<file path="src/rtl/pipe_stage_reg.sv">
// Pipeline-stage register for an opaque ctrl/data bundle under valid/ready, 1-cycle latency.
// SKID=1 adds a second entry so in_ready comes straight from a flop; SKID=0 is a single register.
module pipe_stage_reg #(
  parameter int CTRL_W = 12,
  parameter int DATA_W = 160,
  parameter int SKID   = 1
) (
  input  logic              clk,
  input  logic              rst,
  input  logic              flush,
  input  logic              in_valid,
  output logic              in_ready,
  input  logic [CTRL_W-1:0] in_ctrl,
  input  logic [DATA_W-1:0] in_data,
  output logic              out_valid,
  input  logic              out_ready,
  output logic [CTRL_W-1:0] out_ctrl,
  output logic [DATA_W-1:0] out_data,
  output logic [1:0]        occ
);

  generate
    if (SKID != 0) begin : g_skid
      typedef enum logic [1:0] {
        EMPTY = 2'd0,
        BUSY  = 2'd1,
        FULL  = 2'd2
      } state_t;

      state_t              state, state_n;
      logic                rdy_q;
      logic                m_v, s_v;
      logic                accept, consume;
      logic                load_m_in, load_m_skid, load_s;
      logic [CTRL_W-1:0]   m_ctrl, s_ctrl;
      logic [DATA_W-1:0]   m_data, s_data;

      assign m_v     = (state != EMPTY);
      assign s_v     = (state == FULL);
      assign accept  = in_valid & rdy_q;
      assign consume = m_v & out_ready;

      always_comb begin
        state_n     = state;
        load_m_in   = 1'b0;
        load_m_skid = 1'b0;
        load_s      = 1'b0;
        case (state)
          EMPTY: begin
            if (accept) begin
              state_n   = BUSY;
              load_m_in = 1'b1;
            end
          end
          BUSY: begin
            if (accept && consume) begin
              load_m_in = 1'b1;
            end else if (accept) begin
              state_n = FULL;
              load_s  = 1'b1;
            end else if (consume) begin
              state_n = EMPTY;
            end
          end
          FULL: begin
            if (consume) begin
              state_n     = BUSY;
              load_m_skid = 1'b1;
            end
          end
          default: state_n = EMPTY;
        endcase
      end

      // rdy_q tracks !s_v one step ahead so in_ready never sees out_ready combinationally
      always_ff @(posedge clk or posedge rst) begin
        if (rst) begin
          state <= EMPTY;
          rdy_q <= 1'b1;
        end else if (flush) begin
          state <= EMPTY;
          rdy_q <= 1'b1;
        end else begin
          state <= state_n;
          rdy_q <= (state_n != FULL);
        end
      end

      always_ff @(posedge clk or posedge rst) begin
        if (rst) begin
          m_ctrl <= '0;
          m_data <= '0;
          s_ctrl <= '0;
          s_data <= '0;
        end else if (flush) begin
          m_ctrl <= '0;
          m_data <= '0;
          s_ctrl <= '0;
          s_data <= '0;
        end else begin
          if (load_m_in) begin
            m_ctrl <= in_ctrl;
            m_data <= in_data;
          end else if (load_m_skid) begin
            m_ctrl <= s_ctrl;
            m_data <= s_data;
          end
          if (load_s) begin
            s_ctrl <= in_ctrl;
            s_data <= in_data;
          end else if (load_m_skid) begin
            s_ctrl <= '0;
            s_data <= '0;
          end
        end
      end

      assign in_ready  = rdy_q;
      assign out_valid = m_v;
      assign out_ctrl  = m_v ? m_ctrl : '0;
      assign out_data  = m_data;
      assign occ       = {s_v, m_v & ~s_v};
    end else begin : g_single
      logic              m_v;
      logic              accept, consume;
      logic [CTRL_W-1:0] m_ctrl;
      logic [DATA_W-1:0] m_data;

      assign in_ready = ~m_v | out_ready;
      assign accept   = in_valid & in_ready;
      assign consume  = m_v & out_ready;

      always_ff @(posedge clk or posedge rst) begin
        if (rst) begin
          m_v    <= 1'b0;
          m_ctrl <= '0;
          m_data <= '0;
        end else if (flush) begin
          m_v    <= 1'b0;
          m_ctrl <= '0;
          m_data <= '0;
        end else if (accept) begin
          m_v    <= 1'b1;
          m_ctrl <= in_ctrl;
          m_data <= in_data;
        end else if (consume) begin
          m_v <= 1'b0;
        end
      end

      assign out_valid = m_v;
      assign out_ctrl  = m_v ? m_ctrl : '0;
      assign out_data  = m_data;
      assign occ       = {1'b0, m_v};
    end
  endgenerate

endmodule
</file>
<file path="config.mk">
export PLATFORM = sky130hd
export DESIGN_NAME = pipe_stage_reg
export DESIGN_NICKNAME = d
export VERILOG_FILES = /design/src/rtl/pipe_stage_reg.sv
export SDC_FILE = /design/constraint.sdc
export NUM_CORES = 1
export LEC_CHECK = 0
export CAP_MARGIN = 25
export CORE_MARGIN = 10
export CORE_UTILIZATION = 30
export DETAILED_ROUTE_END_ITERATION = 16
export SETUP_SLACK_MARGIN = 0.02
export SLEW_MARGIN = 20
export SYNTH_ARGS = -nofsm -noshare
export SYNTH_HDL_FRONTEND = slang
export SYNTH_SLANG_ARGS = --single-unit
</file>
<file path="constraint.sdc">
create_clock -name clk -period 14.96 [get_ports clk]
set_clock_uncertainty 0.15 [all_clocks]
set_input_delay 2.992 -clock clk [delete_from_list [all_inputs] [get_ports clk]]
set_output_delay 2.992 -clock clk [all_outputs]
set_load 0.005 [all_outputs]
</file>
Word-level counts from Yosys, hierarchy flattened

Index checks and enable logic that the tools add are counted.

Bits in registers: 347
Latch bits: 0
Bits in writable memories: 0
ROM bits: 0
Word-level logic and storage cells: 46
Memories: 0

$add $sub $neg: 0
Multiply operators: 0
Divide/modulo/power cells: 0
Magnitude comparators: 0
Eq/ne operators: 3
Shift-type cells: 0
Multiplexer cells: 28
Bitwise gates (word level): 4
Reduce and logical (&&, ||, !) cells: 5

Operator list:

| kind                                                | count |
|---|---|
| two-way mux 160 bit                                 | 6 |
| two-way mux 12 bit                                  | 7 |
| two-way mux 2 bit                                   | 6 |
| two-way mux 1 bit                                   | 7 |
| case mux 2 bit (3 select lines)                     | 1 |
| nonzero test 3 bit                                  | 2 |
| bitwise AND 1 bit                                   | 3 |
| equality test 2 x 1 -> 1 bit, second input constant | 1 |
| equality test 2 bit, second input constant          | 1 |
| logical NOT 2 bit                                   | 1 |
| != test 2 bit, second input constant                | 1 |
| case mux 1 bit (2 select lines)                     | 1 |
| nonzero test 2 bit                                  | 1 |
| logical AND 1 bit                                   | 1 |
| inverter 1 bit                                      | 1 |

Logic depth before layout (Yosys ltp)

Word-level depth: 8
Gate-level depth with buffers: 8
Mapped depth without buffers: 4

Least setup slack after synthesis

Ideal clock, no wire load.

Path kind: input to register
From: input out_ready
To: register g_skid.s_ctrl[0]
Data arrival time: 4,177 ps
Data required time: 14,745 ps
Path slack: 10,567 ps
Stages on the path: 7
Cells stage by stage: clkbuf_1 -> nor2b_2 -> and3b_1 -> buf_2 -> clkbuf_1 -> buf_2 -> a22o_1

Cells in the longest elaborated chain, start to end: 6
Elaborated cells between the ends (all ways): 9
Classes of those cells: mux (6); bitwise (1); reduce/logical (2)

Ends and longest elaborated chain:

| element               | RTL line | text |
|---|---|---|
| start, declared       | 16       | `input logic out_ready,` |
| bitwise AND 1 bit (*) | 41       | `assign consume = m_v & out_ready;` |
| logical AND 1 bit     | 56       | `if (accept && consume) begin` |
| two-way mux 1 bit     | 56       |  |
| two-way mux 1 bit     | 48       | `case (state)` |
| two-way mux 12 bit    | 108      | `if (load_s) begin` |
| two-way mux 12 bit    | 95       | `end else if (flush) begin` |
| end signal, assigned  | 109      | `s_ctrl <= in_ctrl;` |
| end, declared         | 35       | `logic [CTRL_W-1:0] m_ctrl, s_ctrl;` |

Mark *: on every way between the ends. The rest lies on a longest branch, timed or not.
A chain may end at the register's enable or synchronous reset.

Worst setup path in the final report

From: input out_ready
To: register g_skid.m_data[97] (netlist: out_data[97])

Cells in the longest elaborated chain, start to end: 6
Elaborated cells between the ends (all ways): 9
Classes of those cells: mux (6); bitwise (1); reduce/logical (2)

Ends and longest elaborated chain:

| element                         | RTL line | text |
|---|---|---|
| bitwise AND 1 bit (*)           | 41       |  |
| logical AND 1 bit               | 56       |  |
| two-way mux 1 bit               | 56       |  |
| case mux 1 bit (2 select lines) | 48       |  |
| two-way mux 160 bit             | 101      | `if (load_m_in) begin` |
| two-way mux 160 bit             | 95       |  |
| end signal, assigned            | 103      | `m_data <= in_data;` |
| end signal, assigned            | 106      | `m_data <= s_data;` |
| end, declared                   | 36       | `logic [DATA_W-1:0] m_data, s_data;` |

Marks and branches as above.

==> key figures <==
Floorplan
  • Top Ports: 353
  • Die area: 57600 um^2
  • Die height: 240.0 um
  • Rows: 80
  • Die Wd: 240.0 um
  • Core area: 47750 um^2
  • Starting Density: 30.41%

Synth
  • Syn_nets: 1552
  • Largest cells by area after synthesis: dfrtp_1 (60%), a22o_1 (10%), a311oi_1 (10%), nand2_1 (8.9%), nor2_1 (4.5%)
  • Syn avg cell area: 10.56 um^2
  • Post-synthesis cell count: 1375
  • Top-area cell type share of the netlist area: 59.63%
  • Seq/Total Area, Yosys: 59.82%
  • Ys Warns: 0
  • Mapped Area: 14520 um^2
  • Distinct cells, synth: 23
  • Synth Register Bits: 347
  • Synth area leader: dfrtp_1

Run
  • Max-cap viol count: 0

Power and ir drop
  • Leak: 8.304 nW
  • Power Density: 117.5 nW/um^2
  • Peak supply drop: 63.41 uV

Timing
  • Worst slew pin tran: 1.077 ns
  • Total negative slack: 0 ns
  • Final Max Tran Viols: 0
  • Final Cycle Share: 42.95%
  • Final worst slack: 8.535 ns
  • Final setup viols: 0
  • RSZ-0062 raised after global routing: no
  • Final hold violation count: 0
  • Min cycle time layout: 6.425 ns
  • Slew headroom: 28.20%
  • Fmax: 0.1557 GHz

Clock tree
  • CTS buffer count: 40
  • Clk sinks: 347
  • Htree depth: 2
  • Post_cts resized: 0
  • CTS clk-pin slew, worst paths: 0.06 ns
  • Clk Latency, worst-skew pair: 0.55 ns
  • Clock Path Buffers: 3
  • Root Buffer: clkbuf_16
  • TritonCTS clock tree: yes
  • Post-CTS setup buffers: 0
  • Hold buffer count at cts: 0

Detailed routing
  • Vias post-DR: 12198
  • DR WL/cell: 20.99 um
  • WL final: 48100 um
  • DRT antenna net count: 0
  • Drt via density: 5.322
  • Initial drt markers: 1135
  • Drt first pass iters: 5
  • Remaining DRCs: 0

GRT
  • Largest net degree at the start of global routing: 133
  • Vias in the first global route: 12386
  • First-pass GRT wire length: 74720 um
  • GR Overflow Total: 0
  • Global Route Usage Sum: 16.10%
  • Initial antenna violation count: 2

Critical path
  • Worst endpoint required time: 15.24 ns
  • R2R Path End: out_data[97]$_DFFE_PP0P_
  • Crit. End Element: flip-flop
  • Crit Path Max Fanout: 87
  • Crit start category: primary input
  • R2R depth: 6
  • Worst EP arrival: 6.71 ns
  • Reg2Reg Launch Point: g_skid.state[0]$_DFF_PP0_
  • Critical path type: in2reg
  • CP startpoint: out_ready
  • R2R setup slack: 11.10 ns

Status
  • Run status: finished clean

Placement
  • Pre-CTS setup slack: 8.032 ns
  • Cell Area, Placed: 18280 um^2
  • DP HPWL: 29120 um
  • # placed instances: 2220
  • Port bufs: 352
  • GP Congestion: 0.7620

Cells and area
  • Finished Layout Cells: 2292
  • Design Area, Final: 19670 um^2
  • Layout cells sized above 1: 5.310%
  • Nets: 1828
  • Area Growth Syn to Fin: 35.48%

Min path
  • Hold Path Stages: 1
  • Worst hold path class: reg2reg
  • Min-delay src: g_skid.s_data[128]$_DFFE_PP0P_
  • Hold EP: g_skid.s_data[128]$_DFFE_PP0P_
cells in the mapped netlist:
cell and n:
dfrtp_1 346, nand2_1 345, nor2_1 174, a22o_1 172, a311oi_1 172, clkbuf_1 64, buf_2 48, nor2b_1 13
buf_4 12, buf_6 10, buf_1 3, inv_1 3, a21oi_1 2, and3b_1 2, a211oi_1 1, and2_1 1
dfstp_2 1, mux2i_1 1, nand2_2 1, nand2b_1 1, nor2b_2 1, nor3_1 1, o22a_1 1
layer usage:
metal  vias up  GRT usage [%]  share of wire, %
li1       5468              -                 -
met1      6202          21.66                43
met2       460          24.64                46
met3        64          4.797               8.6
met4         4          4.525               2.1
met5         -              0             0.048
cells by family after synthesis:
group | Yosys count | synth area share (%)
AOI/OAI and AO/OA | 348 | 20.93
buffers and inverters | 140 | 4.860
DFF | 347 | 59.82
muxes | 1 | 0.06894
and+or+nand+nor | 539 | 14.32
worst max-delay path by stage:
stage                                               to  slack (ns)  cells after the start
after floorplan           g_skid.m_ctrl[0]$_DFFE_PP0P_        2.20                      1
after global placement       out_data[131]$_DFFE_PP0P_        8.17                      7
after detailed placement      out_data[98]$_DFFE_PP0P_        8.03                      7
after CTS                     out_data[98]$_DFFE_PP0P_        8.62                      7
after global routing         out_data[120]$_DFFE_PP0P_        8.24                      7
final                         out_data[97]$_DFFE_PP0P_        8.54                      7
critical path, stage by stage:
cell             delay, ns
clkdlybuf4s50_1       0.58
nor2b_2               0.31
nand2b_4              0.77
buf_4                 0.82
buf_4                 0.73
nor2_1                0.08
a311oi_1              0.29
per-stage QoR:
step / util [%] / power, mW / hold WS [ns]
2_1_floorplan: - / 1.171 / 0.3228
6_report: 41.20 / 2.312 / 0.3532
4_1_cts: 40.96 / 2.341 / 0.3573
5_1_grt: 41.19 / 2.411 / 0.3647
3_3_place_gp: 38.27 / 1.354 / 0.3371
3_5_place_dp: 38.28 / 1.359 / 0.3408
power breakdown:
| group | leakage (nW) | switching, mW | total, mW | internal [mW] |
|---|---|---|---|---|
| clock | 0.635 | 0.394 | 0.967 | 0.574 |
| sequential | 4.67 | 0.0352 | 1.03 | 0.994 |
| combinational | 3.00 | 0.156 | 0.316 | 0.159 |
sequential cells by signal, indices dropped and copies added (netlist names):
name,flops
out_data,160
g_skid.m_ctrl,12
g_skid.s_ctrl,12
g_skid.s_data,160
g_skid.state,2
in_ready,1
placed cells by master, fill, tap and decap left out:
cell / netlist / routed
a311oi_1: 172 / 172
nand2b_4: 0 / 1
buf_6: 10 / 1
dfstp_2: 1 / 1
nand2_1: 345 / 345
and2_4: 0 / 1
inv_6: 0 / 2
inv_8: 0 / 1
nor2b_1: 13 / 13
dfrtp_1: 346 / 346
a22o_1: 172 / 172
a211oi_4: 0 / 1
clkinv_2: 0 / 7
clkbuf_8: 0 / 8
clkbuf_16: 0 / 41
nor2_1: 174 / 174
and3b_4: 0 / 1
buf_16: 0 / 4
clkdlybuf4s50_1: 0 / 351
and3b_1: 2 / 1
inv_1: 3 / 2
diode_2: 0 / 1
clkbuf_1: 64 / 6
bufinv_16: 0 / 2
o22a_1: 1 / 1
mux2i_1: 1 / 1
clkinvlp_4: 0 / 1
nor3_1: 1 / 1
nand2_8: 0 / 1
a21oi_1: 2 / 2
buf_4: 12 / 15
nor2b_2: 1 / 1
area by class of cell:
cell class	count	area, um^2
inverters	3	18.77
clock inverters	12	120.1
diodes	1	2.502
multi-input cells	888	5169
repair buffers	371	3747
clock buffers	55	1159
fillers	4529	28080
flip-flops and latches	347	8685
well taps	615	769.5
No activity file was read; power rests on OpenSTA's default activity.
==> patch 1: new RTL, config.mk and constraints unchanged <==
Make the reset (`rst`) synchronous in 3 clocked blocks.
--- a/src/rtl/pipe_stage_reg.sv
+++ b/src/rtl/pipe_stage_reg.sv
@@ -74,5 +74,5 @@
 
       // rdy_q tracks !s_v one step ahead so in_ready never sees out_ready combinationally
-      always_ff @(posedge clk or posedge rst) begin
+      always_ff @(posedge clk) begin
         if (rst) begin
           state <= EMPTY;
@@ -87,5 +87,5 @@
       end
 
-      always_ff @(posedge clk or posedge rst) begin
+      always_ff @(posedge clk) begin
         if (rst) begin
           m_ctrl <= '0;
@@ -131,5 +131,5 @@
       assign consume  = m_v & out_ready;
 
-      always_ff @(posedge clk or posedge rst) begin
+      always_ff @(posedge clk) begin
         if (rst) begin
           m_v    <= 1'b0;
Behaviour: not the same (a bounded check fails within 4 cycles, from zero or initial values and one cycle with rst high; the reset may be asserted at any time).
==> patch 1 against the original RTL <==
  * Cell area down 5.9%
  * Synthesized area down 5.6%
  * Count of clock-buffer cells in the layout up 6
  * Setup slack better by 0.54 ns
  * Fmax up 9.2%
  * Wire length down 2.4%
  * Total power down 9.8%
  * Via count up 9.1%
  * Hold slack worse by 0.039 ns
  * Sequential cell count unchanged
  * Largest cell class unchanged
  * Highest routed layer unchanged
==> patch 1: results (changes against the original RTL) <==
Outcome
  – Status: complete, no violations

Global route
  – Largest net degree at the start of global routing: 173 (+30%)
  – Number of global-route vias before repair: 12500 (+0.55%)
  – Grt met2 use: 24.8% (+0.15 points)
  – Met1 usage: 21.5% (-0.15 points)
  – Initial antenna violation count: 7 (+5)
  – Gr usage total: 16.2% (+0.14 points)
  – First-pass GRT wire length: 72100 um (-3.5%)

Hold path
  – Hold_sp: g_skid.s_data[116]
  – WHS Path Cells: 2 (+1)
  – Hold Crit Endpoint: out_data[116]

Yosys
  – Synth top area share: 50.7% (-9.0 points)
  – Mapped Cells: 1759 (+28%)
  – Count of cell types in the netlist: 27 (+17%)
  – Net count after synthesis: 1936 (+25%)
  – Register area share after synthesis: 50.7% (-9.1 points)
  – Ys async rst share: 0% (-100 points)
  – Commonest cells post-synth: 519 x nand2_1, 347 x dfxtp_1
  – Compound-gate portion of the synthesized area: 20.6% (-0.34 points)
  – Mux cell area share after synthesis: 0.0730% (+0.0041 points)

Cells and area
  – Share of cells above drive strength 1: 3.96% (-1.4 points)
  – Finished Cell Area: 18500 um2 (-5.9%)
  – Multi-input combinational area share: 31.4% (+5.2 points)
  – Signal buffers share of area: 20.3% (+1.2 points)
  – Fillers: 4601 (+1.6%)
  – Seq_cells: 347 (unchanged)
  – Finished Core Util: 40.9% (-0.31 points)

Timing
  – Hold_ws: 0.314 ns (-0.0394 ns)
  – Worst-Margin Slew: 1.06 ns (-0.0143 ns)

Worst setup path
  – Reg2reg path depth: 8 (+2)
  – Reg-to-Reg Start: g_skid.state[0]
  – Reg-to-Reg End: out_data[12]
  – Critical-path maximum fanout: 83 (-4.6%)
  – Slowest cell on crit path: nand2_4
  – Crit path DAT: 6.20 ns (-0.51 ns)
  – CP max stage delay: 0.73 ns (-0.09 ns)

Place
  – DP HPWL: 28800 um (-0.97%)

Power
  – Leakage power: 5.75 nW (-31%)
  – Max IR drop VDD: 0.0000551 V (-13%)
  – Switching power: 486 uW (-17%)

Detailed routing
  – DR vias/cell: 5.07 (-4.6%)
  – Initial DRC count: 1126 (-0.79%)
  – DR WL met2: 21100 um (-3.9%)
  – Routed length per placed instance: 17.9 um (-15%)
  – Met3 wire len: 4240 um (+2.2%)
  – Post-Route WL: 46900 um (-2.4%)
[patch 1: changes by cell type after synthesis, sizes merged, moves of 2 or more]
cell and delta:
a21oi +170, a22o -172, a311oi -172, a31oi +172, and3b -2, buf +18
clkbuf +19, dfrtp -346, dfxtp +347, nand2 +173, nand3 +172, nor2 -171
o21ai +172, or3 +2
[patch 1: worst max-delay path by stage]
stage                          from            endpoint  slack [ns]  cells past startpoint
after CTS                 out_ready         out_data[3]        9.09                      7
after floorplan           out_ready  g_skid.s_data[100]       10.66                      7
after global placement    out_ready   g_skid.s_data[16]        8.38                      6
after global routing      out_ready         out_data[6]        8.83                      7
after detailed placement  out_ready         out_data[3]        8.50                      7
final                     out_ready        out_data[12]        9.08                      7
[patch 1: power groups by stage]
stage,Sequential (mW),Combinational [mW],Clock (mW)
floorplan,0.982,0.0748,0
global placement,0.983,0.188,0
detailed placement,0.983,0.190,0
CTS,0.963,0.191,0.958
global route,0.966,0.209,0.995
finish,0.963,0.192,0.931
==> patch 2: new RTL, same settings <==
Without the edit above. The parameter `SKID` goes from 1 to 0. Comments in the files are not updated.
--- a/src/rtl/pipe_stage_reg.sv
+++ b/src/rtl/pipe_stage_reg.sv
@@ -4,5 +4,5 @@
   parameter int CTRL_W = 12,
   parameter int DATA_W = 160,
-  parameter int SKID   = 1
+  parameter int SKID   = 0
 ) (
   input  logic              clk,
Function: changed (a bounded check fails within 4 cycles, from zero or initial values and one cycle with rst high).
==> patch 2 against the original RTL <==
  * Wire length fell by 38%
  * Sequential power shrank 51%
  * Sequential cell count decreased by 174
  * Setup slack worse by 1.4 ns
  * Synthesized area shrank 38%
  * Cell area shrank 33%
  * Total power shrank 50%
  * First-iteration DRC count down 66%
  * Clock power shrank 55%
  * Core utilization grew 3.1 points
  * Largest cell class unchanged
==> patch 2: results (changes against the original RTL) <==
Detailed routing
  – First-pass DRT Iterations: 4 (-1)
  – Post-Route WL: 29700 um (-38%)
  – DR WL met2: 13000 um (-41%)
  – Met3 wire len: 2930 um (-29%)

Hold path
  – Hold_sp: out_data[72]
  – WHS Path Cells: 2 (+1)
  – Hold Crit Endpoint: out_data[72]

Place
  – Worst slack, placed: 7.12 ns (-0.909 ns)

Worst setup path
  – Reg-to-Reg Start: out_valid
  – Critical-path maximum fanout: 69 (-21%)
  – Slowest cell on crit path: clkdlybuf4s50_1
  – Reg2reg path depth: 5 (-1)
  – Crit path DAT: 4.68 ns (-2.03 ns)

Power
  – Comb power frac: 19.3% (+5.6 points)
  – Sequential power: 507 uW (-51%)
  – Max IR drop VDD: 0.0000635 V (+0.17%)

Cells and area
  – Final #Nets: 1263 (-31%)
  – Layout area overhead: 45.4%
  – Fin cells: 1491 (-35%)
  – Share of cells above drive strength 1: 19.8% (+15 points)

Global route
  – Gr usage total: 15.3% (-0.83 points)
  – Largest net degree at the start of global routing: 178 (+34%)

Timing
  – Hold_ws: 0.488 ns (+0.134 ns)

Outcome
  – Status: complete, no violations

Yosys
  – Commonest cells post-synth: 173 x dfrtp_1, 172 x nand3_1, 166 x a21bo_1, 166 x a21oi_2, 36 x buf_2
  – Mux cell area share after synthesis: 0% (-0.069 points)
  – Count of cell types in the netlist: 15 (-35%)
  – Register area share after synthesis: 47.8% (-12 points)

Clock network
  – Clk buf depth: 2 (-1)
[patch 2: cell types whose count changed after synthesis, sizes merged, moves of 14 or more]
cell,before,now
clkbuf,64,31
nor2,174,0
nor2b,14,0
a21oi,2,173
dfrtp,346,173
nand2,346,0
nand3,0,172
a311oi,172,0
a22o,172,0
a21bo,0,172
[patch 2: final cells by class]
type	count	area share, %
inverter	2	0.0950
clock buffer	19	3.44
sequential	173	32.9
clock inverter	13	0.779
tap	390	3.70
multi-input combinational	531	31.6
antenna	2	0.0380
timing repair buffer	361	27.5
[patch 2: worst min-delay path: cells and delay by family, from the launching register on]
family / cells / cell delay (ns)
DFF: 1 / 0.37
AOI/OAI and AO/OA: 2 / 0.23
[patch 2: logic make-up after synthesis]
| family | Yosys count |
|---|---|
| buffers and inverters | 101 |
| AOI/OAI and AO/OA | 345 |
| and+or+nand+nor | 185 |
| other | 1 |
| DFF | 173 |
